<file path="config.mk">
export PLATFORM = sky130hd
export DESIGN_NAME = intcalc_seq
export DESIGN_NICKNAME = d
export VERILOG_FILES = /design/src/rtl/intcalc_seq.sv
export SDC_FILE = /design/constraint.sdc
export NUM_CORES = 1
export LEC_CHECK = 0
export CORE_MARGIN = 2
export CORE_UTILIZATION = 57
export CTS_CLUSTER_DIAMETER = 100
export DETAILED_ROUTE_END_ITERATION = 7
export DONT_BUFFER_PORTS = 1
export HOLD_SLACK_MARGIN = 0.08
export PLACE_DENSITY = 0.81
export SLEW_MARGIN = 0
export SYNTH_ARGS = -nofsm -noshare
export SYNTH_HDL_FRONTEND = slang
export SYNTH_SLANG_ARGS = --single-unit
</file>
<file path="constraint.sdc">
create_clock -name clk_i -period 4.1 [get_ports clk_i]
set_clock_uncertainty 0.05 [all_clocks]
set_input_delay 0.615 -clock clk_i [delete_from_list [all_inputs] [get_ports clk_i]]
set_output_delay 0.615 -clock clk_i [all_outputs]
set_load 0.01 [all_outputs]
</file>
<file path="src/rtl/intcalc_seq.sv">
`default_nettype none
// ============================================================================
//  Module      : intcalc_seq
//  Description : Sequential integer multiply/divide unit. It does one operand
//                bit per cycle: shift-add for multiply and restoring subtract
//                for divide, both on operand magnitudes. A final FIXUP cycle
//                applies the sign correction and selects the low or high half.
//                A zero divisor and the reserved function skip the iterative
//                phase.
//                Optional macro INTCALC_SEQ_FASTMUL_EN: multiplies use a
//                single-cycle combinational multiplier and skip the iterative
//                phase.
//  Revision    : 1.0 - initial release
// ============================================================================
module intcalc_seq #(
    parameter int WIDTH = 32
) (
    input  logic             clk_i,
    input  logic             rst_ni,
    input  logic             start_i,
    input  logic [2:0]       func_i,
    input  logic [WIDTH-1:0] in1_i,
    input  logic [WIDTH-1:0] in2_i,
    input  logic             flush_i,
    output logic             busy_o,
    output logic             done_o,
    output logic [WIDTH-1:0] result_o,
    output logic             divzero_o,
    output logic             stall_o
);

    localparam int CW = $clog2(WIDTH + 1);

    localparam logic [2:0] c_fn_mul   = 3'd0;
    localparam logic [2:0] c_fn_mulh  = 3'd1;
    localparam logic [2:0] c_fn_mulhu = 3'd2;
    localparam logic [2:0] c_fn_div   = 3'd3;
    localparam logic [2:0] c_fn_divu  = 3'd4;
    localparam logic [2:0] c_fn_mod   = 3'd5;
    localparam logic [2:0] c_fn_modu  = 3'd6;
    localparam logic [2:0] c_fn_rsvd  = 3'd7;

    typedef enum logic [1:0] {
        S_IDLE  = 2'd0,
        S_CALC  = 2'd1,
        S_FIXUP = 2'd2,
        S_DONE  = 2'd3
    } state_t;

    state_t             r_state;
    state_t             w_state_nxt;

    logic [2:0]         r_func;
    logic               r_neg_a;
    logic               r_neg_b;
    logic               r_zero_div;
    logic               r_dz;
    logic [WIDTH-1:0]   r_in1;
    logic [WIDTH-1:0]   r_opnd;      // multiplicand (mul) or divisor (div) magnitude
    logic [2*WIDTH-1:0] r_acc;       // {high/remainder, low/quotient}
    logic [CW-1:0]      r_cnt;

    // Input decode used at the acceptance edge
    logic               w_is_mul;
    logic               w_is_div;
    logic               w_signed;
    logic               w_sa;
    logic               w_sb;
    logic [WIDTH-1:0]   w_mag1;
    logic [WIDTH-1:0]   w_mag2;
    logic               w_zero_div;
    logic               w_bypass;
    logic               w_accept;

    assign w_is_mul   = (func_i == c_fn_mul) | (func_i == c_fn_mulh) | (func_i == c_fn_mulhu);
    assign w_is_div   = (func_i == c_fn_div) | (func_i == c_fn_divu) |
                        (func_i == c_fn_mod) | (func_i == c_fn_modu);
    assign w_signed   = (func_i == c_fn_mulh) | (func_i == c_fn_div) | (func_i == c_fn_mod);
    assign w_sa       = w_signed & in1_i[WIDTH-1];
    assign w_sb       = w_signed & in2_i[WIDTH-1];
    assign w_mag1     = w_sa ? -in1_i : in1_i;
    assign w_mag2     = w_sb ? -in2_i : in2_i;
    assign w_zero_div = w_is_div & (in2_i == '0);
    assign w_accept   = start_i & ((r_state == S_IDLE) | (r_state == S_DONE)) & ~flush_i;

`ifdef INTCALC_SEQ_FASTMUL_EN
    logic [2*WIDTH-1:0] w_fast_prod;
    assign w_fast_prod = {{WIDTH{1'b0}}, w_mag1} * {{WIDTH{1'b0}}, w_mag2};
    assign w_bypass    = w_zero_div | (func_i == c_fn_rsvd) | w_is_mul;
`else
    assign w_bypass    = w_zero_div | (func_i == c_fn_rsvd);
`endif

    // One iteration step for each algorithm
    logic               r_is_mul;
    logic [WIDTH:0]     w_mul_sum;
    logic [2*WIDTH-1:0] w_mul_nxt;
    logic [WIDTH:0]     w_rem_sh;
    logic               w_ge;
    logic [WIDTH-1:0]   w_rem_sub;
    logic [2*WIDTH-1:0] w_div_nxt;

    assign r_is_mul  = (r_func == c_fn_mul) | (r_func == c_fn_mulh) | (r_func == c_fn_mulhu);
    assign w_mul_sum = {1'b0, r_acc[2*WIDTH-1:WIDTH]} + (r_acc[0] ? {1'b0, r_opnd} : '0);
    assign w_mul_nxt = {w_mul_sum, r_acc[WIDTH-1:1]};
    assign w_rem_sh  = r_acc[2*WIDTH-1:WIDTH-1];
    assign w_ge      = w_rem_sh >= {1'b0, r_opnd};
    assign w_rem_sub = w_rem_sh[WIDTH-1:0] - r_opnd;
    assign w_div_nxt = {(w_ge ? w_rem_sub : w_rem_sh[WIDTH-1:0]), r_acc[WIDTH-2:0], w_ge};

    // Sign correction and half selection applied in FIXUP
    logic               w_neg;
    logic [2*WIDTH-1:0] w_prod;
    logic [WIDTH-1:0]   w_quot;
    logic [WIDTH-1:0]   w_rem;
    logic [WIDTH-1:0]   w_fix_res;

    assign w_neg  = r_neg_a ^ r_neg_b;
    assign w_prod = w_neg ? -r_acc : r_acc;
    assign w_quot = w_neg ? -r_acc[WIDTH-1:0] : r_acc[WIDTH-1:0];
    assign w_rem  = r_neg_a ? -r_acc[2*WIDTH-1:WIDTH] : r_acc[2*WIDTH-1:WIDTH];

    // Final result mux; zero divisor and reserved function override the datapath
    always_comb begin
        w_fix_res = '0;
        if (r_func == c_fn_rsvd) begin
            w_fix_res = '0;
        end else if (r_zero_div) begin
            w_fix_res = ((r_func == c_fn_div) | (r_func == c_fn_divu)) ? '1 : r_in1;
        end else begin
            case (r_func)
                c_fn_mul:                   w_fix_res = w_prod[WIDTH-1:0];
                c_fn_mulh, c_fn_mulhu:      w_fix_res = w_prod[2*WIDTH-1:WIDTH];
                c_fn_div, c_fn_divu:        w_fix_res = w_quot;
                c_fn_mod, c_fn_modu:        w_fix_res = w_rem;
                default:                    w_fix_res = '0;
            endcase
        end
    end

    // FSM state register
    always_ff @(posedge clk_i or negedge rst_ni) begin
        if (!rst_ni) r_state <= S_IDLE;
        else         r_state <= w_state_nxt;
    end

    // Next-state and status outputs; flush wins over everything
    always_comb begin
        w_state_nxt = r_state;
        busy_o      = (r_state == S_CALC) | (r_state == S_FIXUP);
        done_o      = (r_state == S_DONE);
        divzero_o   = (r_state == S_DONE) & r_dz;
        stall_o     = rst_ni & (busy_o | (start_i & ((r_state == S_IDLE) | (r_state == S_DONE))));
        if (flush_i) begin
            w_state_nxt = S_IDLE;
        end else begin
            case (r_state)
                S_IDLE, S_DONE: begin
                    if (w_accept) w_state_nxt = w_bypass ? S_FIXUP : S_CALC;
                    else          w_state_nxt = S_IDLE;
                end
                S_CALC:  if (r_cnt == CW'(1)) w_state_nxt = S_FIXUP;
                S_FIXUP: w_state_nxt = S_DONE;
                default: w_state_nxt = S_IDLE;
            endcase
        end
    end

    // Datapath: latch operands on accept, iterate in CALC, register result in FIXUP
    always_ff @(posedge clk_i or negedge rst_ni) begin
        if (!rst_ni) begin
            r_func     <= '0;
            r_neg_a    <= 1'b0;
            r_neg_b    <= 1'b0;
            r_zero_div <= 1'b0;
            r_dz       <= 1'b0;
            r_in1      <= '0;
            r_opnd     <= '0;
            r_acc      <= '0;
            r_cnt      <= '0;
            result_o   <= '0;
        end else if (w_accept) begin
            r_func     <= func_i;
            r_neg_a    <= w_sa;
            r_neg_b    <= w_sb;
            r_zero_div <= w_zero_div;
            r_in1      <= in1_i;
            r_cnt      <= CW'(WIDTH);
            if (w_is_mul) begin
                r_opnd <= w_mag1;
`ifdef INTCALC_SEQ_FASTMUL_EN
                r_acc  <= w_fast_prod;
`else
                r_acc  <= {{WIDTH{1'b0}}, w_mag2};
`endif
            end else begin
                r_opnd <= w_mag2;
                r_acc  <= {{WIDTH{1'b0}}, w_mag1};
            end
        end else if (r_state == S_CALC) begin
            r_acc <= r_is_mul ? w_mul_nxt : w_div_nxt;
            r_cnt <= r_cnt - CW'(1);
        end else if ((r_state == S_FIXUP) && !flush_i) begin
            result_o <= w_fix_res;
            r_dz     <= r_zero_div;
        end
    end

endmodule
`default_nettype wire

</file>
* Word level (Yosys, flattened, before mapping)
Index checks and enable logic that the tools add are counted.
Word-level totals: word-level logic and storage cells 99, output and inout bits 36, bits of input ports 71, register bits 175
Cells by class: muxes and demuxes 23, reductions and logical operators 12, add/sub/neg operators 8, bitwise gates (word level) 25, equal/unequal tests 19, magnitude comparators 1
Operators by type and width (count):
- $mux 32 | 11
- $mux 64 | 4
- $neg 32->32 | 4
- $pmux 32 s4 | 1
- $neg 64->64 | 1
- $add 32x32->33 | 1
- $ge 33x32->1 | 1
- $logic_not 32->1 | 1
- $sub 32x32->32 | 1
- $eq 3x3->1 const B | 8
- $or 1x1->1 | 14
- $eq 3x2->1 const B | 4
- $mux 6 | 2
- $mux 2 | 4
- $reduce_or 2->1 | 4
- $and 1x1->1 | 7
- $eq 3x1->1 const B | 2
- $eq 6x1->1 const B | 1
- $logic_not 3->1 | 2
- $pmux 2 s3 | 1
- $sub 6x1->6 const B | 1
- $eq 2x2->1 const B | 2
- $ne 3x2->1 const B | 1
- $not 1->1 | 3
- 7 further kinds | 7

* Logic depth before layout (Yosys ltp)
Gate-level depths: netlist of the first run.
word-level depth 10, depth in mapped cells 15, depth with buffers taken out 13

* Worst setup path before layout of the first run
No wires, ideal clock.
path type reg-to-reg, start register r_acc[0], end register r_acc[57], slack 0.670 ns, arrival 3.258 ns, setup time 0.122 ns, cell stages (with the launch flop) 14, cells stage by stage dfrtp_1 > clkinv_1 > clkbuf_1 > nor2_1 > ha_1 > a21oi_1 > a21oi_1 > nand2b_1 > or3b_2 > o21ai_0 > a31oi_1 > or3_1 > a31o_2 > a32o_1
On the way: word-level cells in the longest chain between the ends 5
RTL lines:
- from (decl) | RTL line 60 | logic [2*WIDTH-1:0] r_acc;
- from (signal assigned) | RTL line 194 | r_acc <= {{WIDTH{1'b0}}, w_mag2};
- from (signal assigned) | RTL line 198 | r_acc <= {{WIDTH{1'b0}}, w_mag1};
- from (signal assigned) | RTL line 201 | r_acc <= r_is_mul ? w_mul_nxt : w_div_nxt;
- $mux 32 | RTL line 104 | assign w_mul_sum = {1'b0, r_acc[2*WIDTH-1:WIDTH]} + (r_acc[0] ? {1'b0, r_opnd} : '0);
- $add 32x32->33 | RTL line 104
- $mux 64 | RTL line 201
- $mux 64 | RTL line 200 | end else if (r_state == S_CALC) begin
- $mux 64 | RTL line 182 | end else if (w_accept) begin
No other way between the ends. The select of a mux whose other input is x is not followed. A chain may end at the register's enable or synchronous reset.

* Worst setup path in the final report of the first run
start register r_acc[0], end register r_acc[56]
The elaborated chain is that of the path after synthesis.

==> out/results.txt, run 1 <==
Die ar. = 29200 um2
vias per cell = 6.72
failing checks = negative hold slack
Max Cap Viol = 0
Root Driver = clkbuf_16
Yosys cell types = 73
critical path cell sequence = clkinvlp_4, nor2_1, ha_1, a211oi_1, nor2_1, o31ai_1, buf_4, o21ai_0, a221o_1, a311oi_1, xnor2_1, o221ai_1, a211oi_1
Yosys reg bits = 175
vias in the first global route = 15600
status = complete, but fails checks
critical path startpoint category = flop
fin. max-slew vios = 0
CTS tree = done
R2R Setup Slk = 220 ps
CP max FO = 13
I/O pin total = 107
Std-Cell Rows = 61
Net Count, Synth = 2317
fmax = 0.258 GHz
Avg Cell Area, Syn = 7.31 um2
Die Ht = 171 um
CP top delay family = compound AO/OA/AOI/OAI gates
Fin Hold WS = -193 ps
layout cell share with drive strength beyond 1 = 6.92%
asr flop ratio synth = 100%
Post-Syn Area = 15900 um2
final setup vio count = 0
capture point of the worst reg-to-reg path = r_acc[56]
Filler cells = 2571
via count = 16800
unrepaired setup endpoints after global routing = false
Leakage = 0.00730 uW
class of the most critical setup path = reg2reg
largest net degree at the start of global routing = 177
PortBufs = 0
drt total wl = 57.9 mm
Mapped Cells = 2171
max_slew headroom = 34.6%
WL per Instance = 23.1 um
number of flops mapped to enable cells by yosys = 0
DR DRC count = 0
Yosys warnings = 0
Max IR drop VDD = 0.000326 V
Final Cell Area = 17000 um2
CP endpoint kind = flop
Worst path slowest cell = dfrtp_1
hold crit path type = in2async
GP Congestion = 1.06
Tot GR Track Use = 39.5%
CP Data Required Time = 4400 ps
first-pass GRT wire length = 88.6 mm
Initial Utilization = 57.4%
Min Clock Period, post-route = 3880 ps
nets = 2257
Fin. Hold Viols = 175
Clock Sinks = 175
dpl hpwl = 43.1 mm
Clk Latency, worst-skew pair = 440 ps
core area = 27600 um2
Post-CTS Setup Inserts = 0
Critical Path AT = 4180 ps
cts bufs inserted = 17
initial antenna violation count = 1
Iteration-0 DRC Markers = 2009
primary flip-flop cell chosen by synthesis mapping = dfrtp_1
H-tree depth = 4
Area Growth Syn to Fin = 7.16%
Die X = 171 um
Worst Setup SP = r_acc[0]
buffers and inverters on the worst path = 2
Period Utilization, post-route = 94.7%
clk buf depth = 2
Worst-path clk slew = 80 ps
CP Capture Point = r_acc[56]
Placed Area = 16400 um2
most common cell after layout, fill and taps aside = nand2_1
Antenna diodes = 0
Levels on crit path = 13
Critical R2R Launch = r_acc[0]
commonest cells after routing, fill and taps aside = nand2_1 (355), o21ai_0 (244), nor2_1 (193)
total negative setup slack = 0 ps
Worst-Margin Slew = 979 ps
Overflow after GRT = 0
Worst path max stage delay = 500 ps
first-pass iteration count of the detailed router = 6
Detail Route Antenna Nets = 0
Seq/Total Area, Yosys = 27.6%
power per cell area = 697 nW/um2
cells on worst reg2reg path = 13
-- per-stage QoR --
step           hold slack (ps)  util, %  worst slack [ps]  cells  power, uW
2_1_floorplan              269        -               670   2171       7830
3_3_place_gp               272     59.4             -75.5   2470       9860
3_5_place_dp               272     59.4              -201   2470       9960
4_1_cts                   -205     61.5               184   2502      11600
5_1_grt                   -207     61.5              53.4   2502      12600
6_report                  -193     61.5               219   2502      11900
-- report_power, final --
part	leakage [uW]	internal [uW]	switching, uW
registers	0.00222	2280	689
clock network	0.000257	805	839
logic	0.00482	2690	4560
-- worst min-delay path by stage --
stage	startpoint	endpoint	slack, ps	cells past startpoint
after floorplan	rst_ni	r_acc[0]	270	0
after global placement	rst_ni	result_o[28]	270	0
after detailed placement	rst_ni	result_o[28]	270	0
after CTS	rst_ni	result_o[28]	-210	0
after global routing	rst_ni	r_in1[22]	-210	0
final	rst_ni	r_in1[28]	-190	0
-- layer usage --
layer | global-route usage, % | up-vias | part of all wire (%)
li1 | - | 7596 | -
met1 | 51.7 | 7930 | 40
met2 | 59.7 | 1062 | 44
met3 | 9.60 | 224 | 10
met4 | 22.2 | 2 | 6.4
met5 | 0 | - | 0.022
-- state kept, by name, summed over array words and instances, names as in the netlist --
name        cells
r_dz            1
r_acc          64
r_neg_a         1
r_func          3
result_o       32
r_neg_b         1
r_opnd         32
r_state         2
r_in1          32
r_cnt           6
r_zero_div      1
-- area by class of cell --
type,instances,area (um2),area share [%]
clock buffers,19,433,2.55
multi-input cells,1779,10700,63.1
clock inverters,13,125,0.736
repair buffers,75,626,3.68
inverters,63,240,1.41
well taps,378,473,2.78
flip-flops and latches,175,4380,25.8
-- synth_stat cells (all sizes together), types with 4 or more instances --
cell | n | area share (%)
nand2b | 18 | 0.71
a211oi | 32 | 1.5
a21oi | 178 | 5.6
or2 | 12 | 0.47
inv | 62 | 1.5
mux2i | 9 | 0.57
o21ai | 247 | 7.8
ha | 73 | 5.8
o21a | 11 | 0.52
a22o | 6 | 0.33
o211ai | 57 | 2.7
dfrtp | 175 | 28
a211o | 4 | 0.22
nand3 | 56 | 1.8
clkbuf | 134 | 3.2
a31oi | 18 | 0.71
o41ai | 12 | 0.71
o21bai | 4 | 0.19
nand2 | 355 | 8.4
or4 | 19 | 0.90
nor2b | 6 | 0.24
and3 | 6 | 0.24
and2 | 12 | 0.47
o22ai | 19 | 0.75
a31o | 6 | 0.33
nand4 | 12 | 0.47
xnor2 | 91 | 5.0
nor4 | 18 | 0.71
o31ai | 24 | 1.1
a221o | 4 | 0.25
xor2 | 119 | 6.6
a221oi | 8 | 0.44
mux2 | 6 | 0.43
buf | 20 | 0.54
o32ai | 4 | 0.22
nor3 | 44 | 1.4
a21o | 17 | 0.80
or3 | 19 | 0.81
nor2 | 196 | 4.7
o221ai | 15 | 0.83
-- worst reg2reg max path, cell delays in order, from the launching register on --
cell and delay [ps]:
dfrtp_1 500, clkinvlp_4 320, nor2_1 220, ha_1 320, a211oi_1 270, nor2_1 90, o31ai_1 310, buf_4 190
o21ai_0 170, a221o_1 450, a311oi_1 340, xnor2_1 170, o221ai_1 150, a211oi_1 250
-- logic make-up after synthesis --
kind of cell / synth area share, %
adders and majority gates: 6.07
DFF: 27.6
buffers and inverters: 5.21
xor gates and xnor gates: 11.6
AOI/OAI and AO/OA: 26.6
and+or+nand+nor: 22.0
muxes: 0.994
-- what timing repair did --
item | in CTS | in global routing
gates cloned | 0 | 0
resized for setup | 2 | 3
setup endpoints to repair | 1 | 2
endpoints found under the hold margin | 175 | 175
No activity file was read; power rests on OpenSTA's default activity.
==> run 2: changes to the inputs <==
CTS_BUF_LIST = sky130_fd_sc_hd__clkbuf_8   (was unset)
==> out/results.txt, run 2 (synthesized netlist as in run 1, its figures left out) <==
status = complete, but fails checks
failing checks = negative hold slack
clk buf depth = 2
cts bufs inserted = 17
max_slew headroom = 35.5%
largest net degree at the start of global routing = 177
Final Cell Area = 16800 um2
cells on worst reg2reg path = 13
Min Clock Period, post-route = 3860 ps
Clock Sinks = 175
Period Utilization, post-route = 94.1%
Overflow after GRT = 0
dpl hpwl = 43.1 mm
register name with the most flops = r_acc
via count = 16800
dpl cells = 2470
initial antenna violation count = 1
Clk Latency, worst-skew pair = 480 ps
vias per cell = 6.73
Critical Path AT = 4210 ps
fraction of power consumed by sequential logic = 25.9%
nets = 2257
most common cell after layout, fill and taps aside = nand2_1
final setup vio count = 0
critical path startpoint category = flop
post-layout util = 60.8%
H-tree depth = 4
CTS tree = done
internal power = 5410 uW
Max IR drop VDD = 0.000298 V
Antenna diodes = 0
CP max FO = 13
Iteration-0 DRC Markers = 2069
Multi-input gate area = 10700 um2
commonest cells after routing, fill and taps aside = nand2_1 (355), o21ai_0 (244), nor2_1 (193)
Sw Ratio = 52.8%
register area = 4380 um2
Comb pwr share = 63.4%
Detail Route Antenna Nets = 0
max reg flops = 64
Die Ht = 171 um
Worst-path clk slew = 120 ps
Root Driver = clkbuf_8
Initial Utilization = 57.4%
clock share of power = 10.7%
Post-CTS Setup Inserts = 0
layout cell share with drive strength beyond 1 = 6.92%
class of the most critical setup path = reg2reg
Sw Pwr = 6050 uW
Area Growth Syn to Fin = 5.95%
hold crit path type = in2async
CP Data Required Time = 4450 ps
Placed Area = 16400 um2
Std-Cell Rows = 61
Leakage = 0.00722 uW
PortBufs = 0
Fin Hold WS = -242 ps
fin. max-slew vios = 0
I/O pin total = 107
core area = 27600 um2
Fin. Hold Viols = 175
GP Congestion = 1.06
fmax = 0.259 GHz
drt total wl = 57.7 mm
Die ar. = 29200 um2
DR DRC count = 0
Worst-Margin Slew = 965 ps
first-pass iteration count of the detailed router = 6
CP endpoint kind = flop
Max Cap Viol = 0
unrepaired setup endpoints after global routing = false
power per cell area = 682 nW/um2
Non-Filler Instances = 2502
Die X = 171 um
WL per Instance = 23.0 um
Filler cells = 2596
first-pass GRT wire length = 88.6 mm
vias in the first global route = 15500
Tot GR Track Use = 39.4%
-- run 2: through the flow --
step / setup slack, ps / hold slack [ps] / power [uW] / setup TNS [ps]
4_1_cts: 175 / -261 / 11200 / 0
6_report: 242 / -242 / 11500 / 0
5_1_grt: 51.8 / -266 / 12200 / 0
2_1_floorplan: 670 / 269 / 7830 / 0
3_5_place_dp: -201 / 272 / 9960 / -201
3_3_place_gp: -75.5 / 272 / 9860 / -75.5
-- run 2: per-layer routing --
metal  up-vias  global-route usage (%)  routed length [um]
li1       7593                       -                   -
met1      7960                    52.2               22800
met2      1067                    59.7               25300
met3       210                    9.60                6070
met4         2                    20.4                3510
met5         -                       0                  13
-- run 2: critical path, cell delays in order, from the launching register on --
cell	delay, ps
dfrtp_1	500
clkinvlp_4	320
nor2_1	220
ha_1	320
a211oi_1	270
nor2_1	90
o31ai_1	310
buf_4	190
o21ai_0	170
a221o_1	440
a311oi_1	340
xnor2_1	170
o221ai_1	140
a211oi_1	240
-- run 2: worst paths after layout --
kind / endpoint / from / slack (ps)
setup / recovery: r_acc[56] / r_acc[0] / 240
hold / removal: r_in1[28] / rst_ni / -240
setup reg to reg: r_acc[56] / r_acc[0] / 240
hold reg to reg: r_in1[17] / r_in1[17] / 430
max in group asynchronous: r_acc[21] / rst_ni / 3980
min in group clk_i: r_state[0] / flush_i / 160
-- run 2: power groups by stage --
stage,clock [uW],sequential [uW],combinational (uW)
3_5_place_dp,0,2960,7000
6_report,1230,2960,7270
5_1_grt,1290,3020,7860
3_3_place_gp,0,2940,6920
4_1_cts,1240,2930,7040
2_1_floorplan,0,2740,5080
-- run 2: layout make-up --
class                   count  share of cell area, %
multi-input cells        1779                   63.8
inverters                  63                   1.43
clock buffers              17                   1.39
flip-flops and latches    175                   26.0
repair buffers             75                   3.72
clock inverters            15                  0.789
well taps                 378                   2.81
-- run 2: what timing repair did --
action                                  in CTS  in global routing
endpoints found under the setup margin       1                  2
resized for setup                            2                  3
endpoints found under the hold margin      175                175
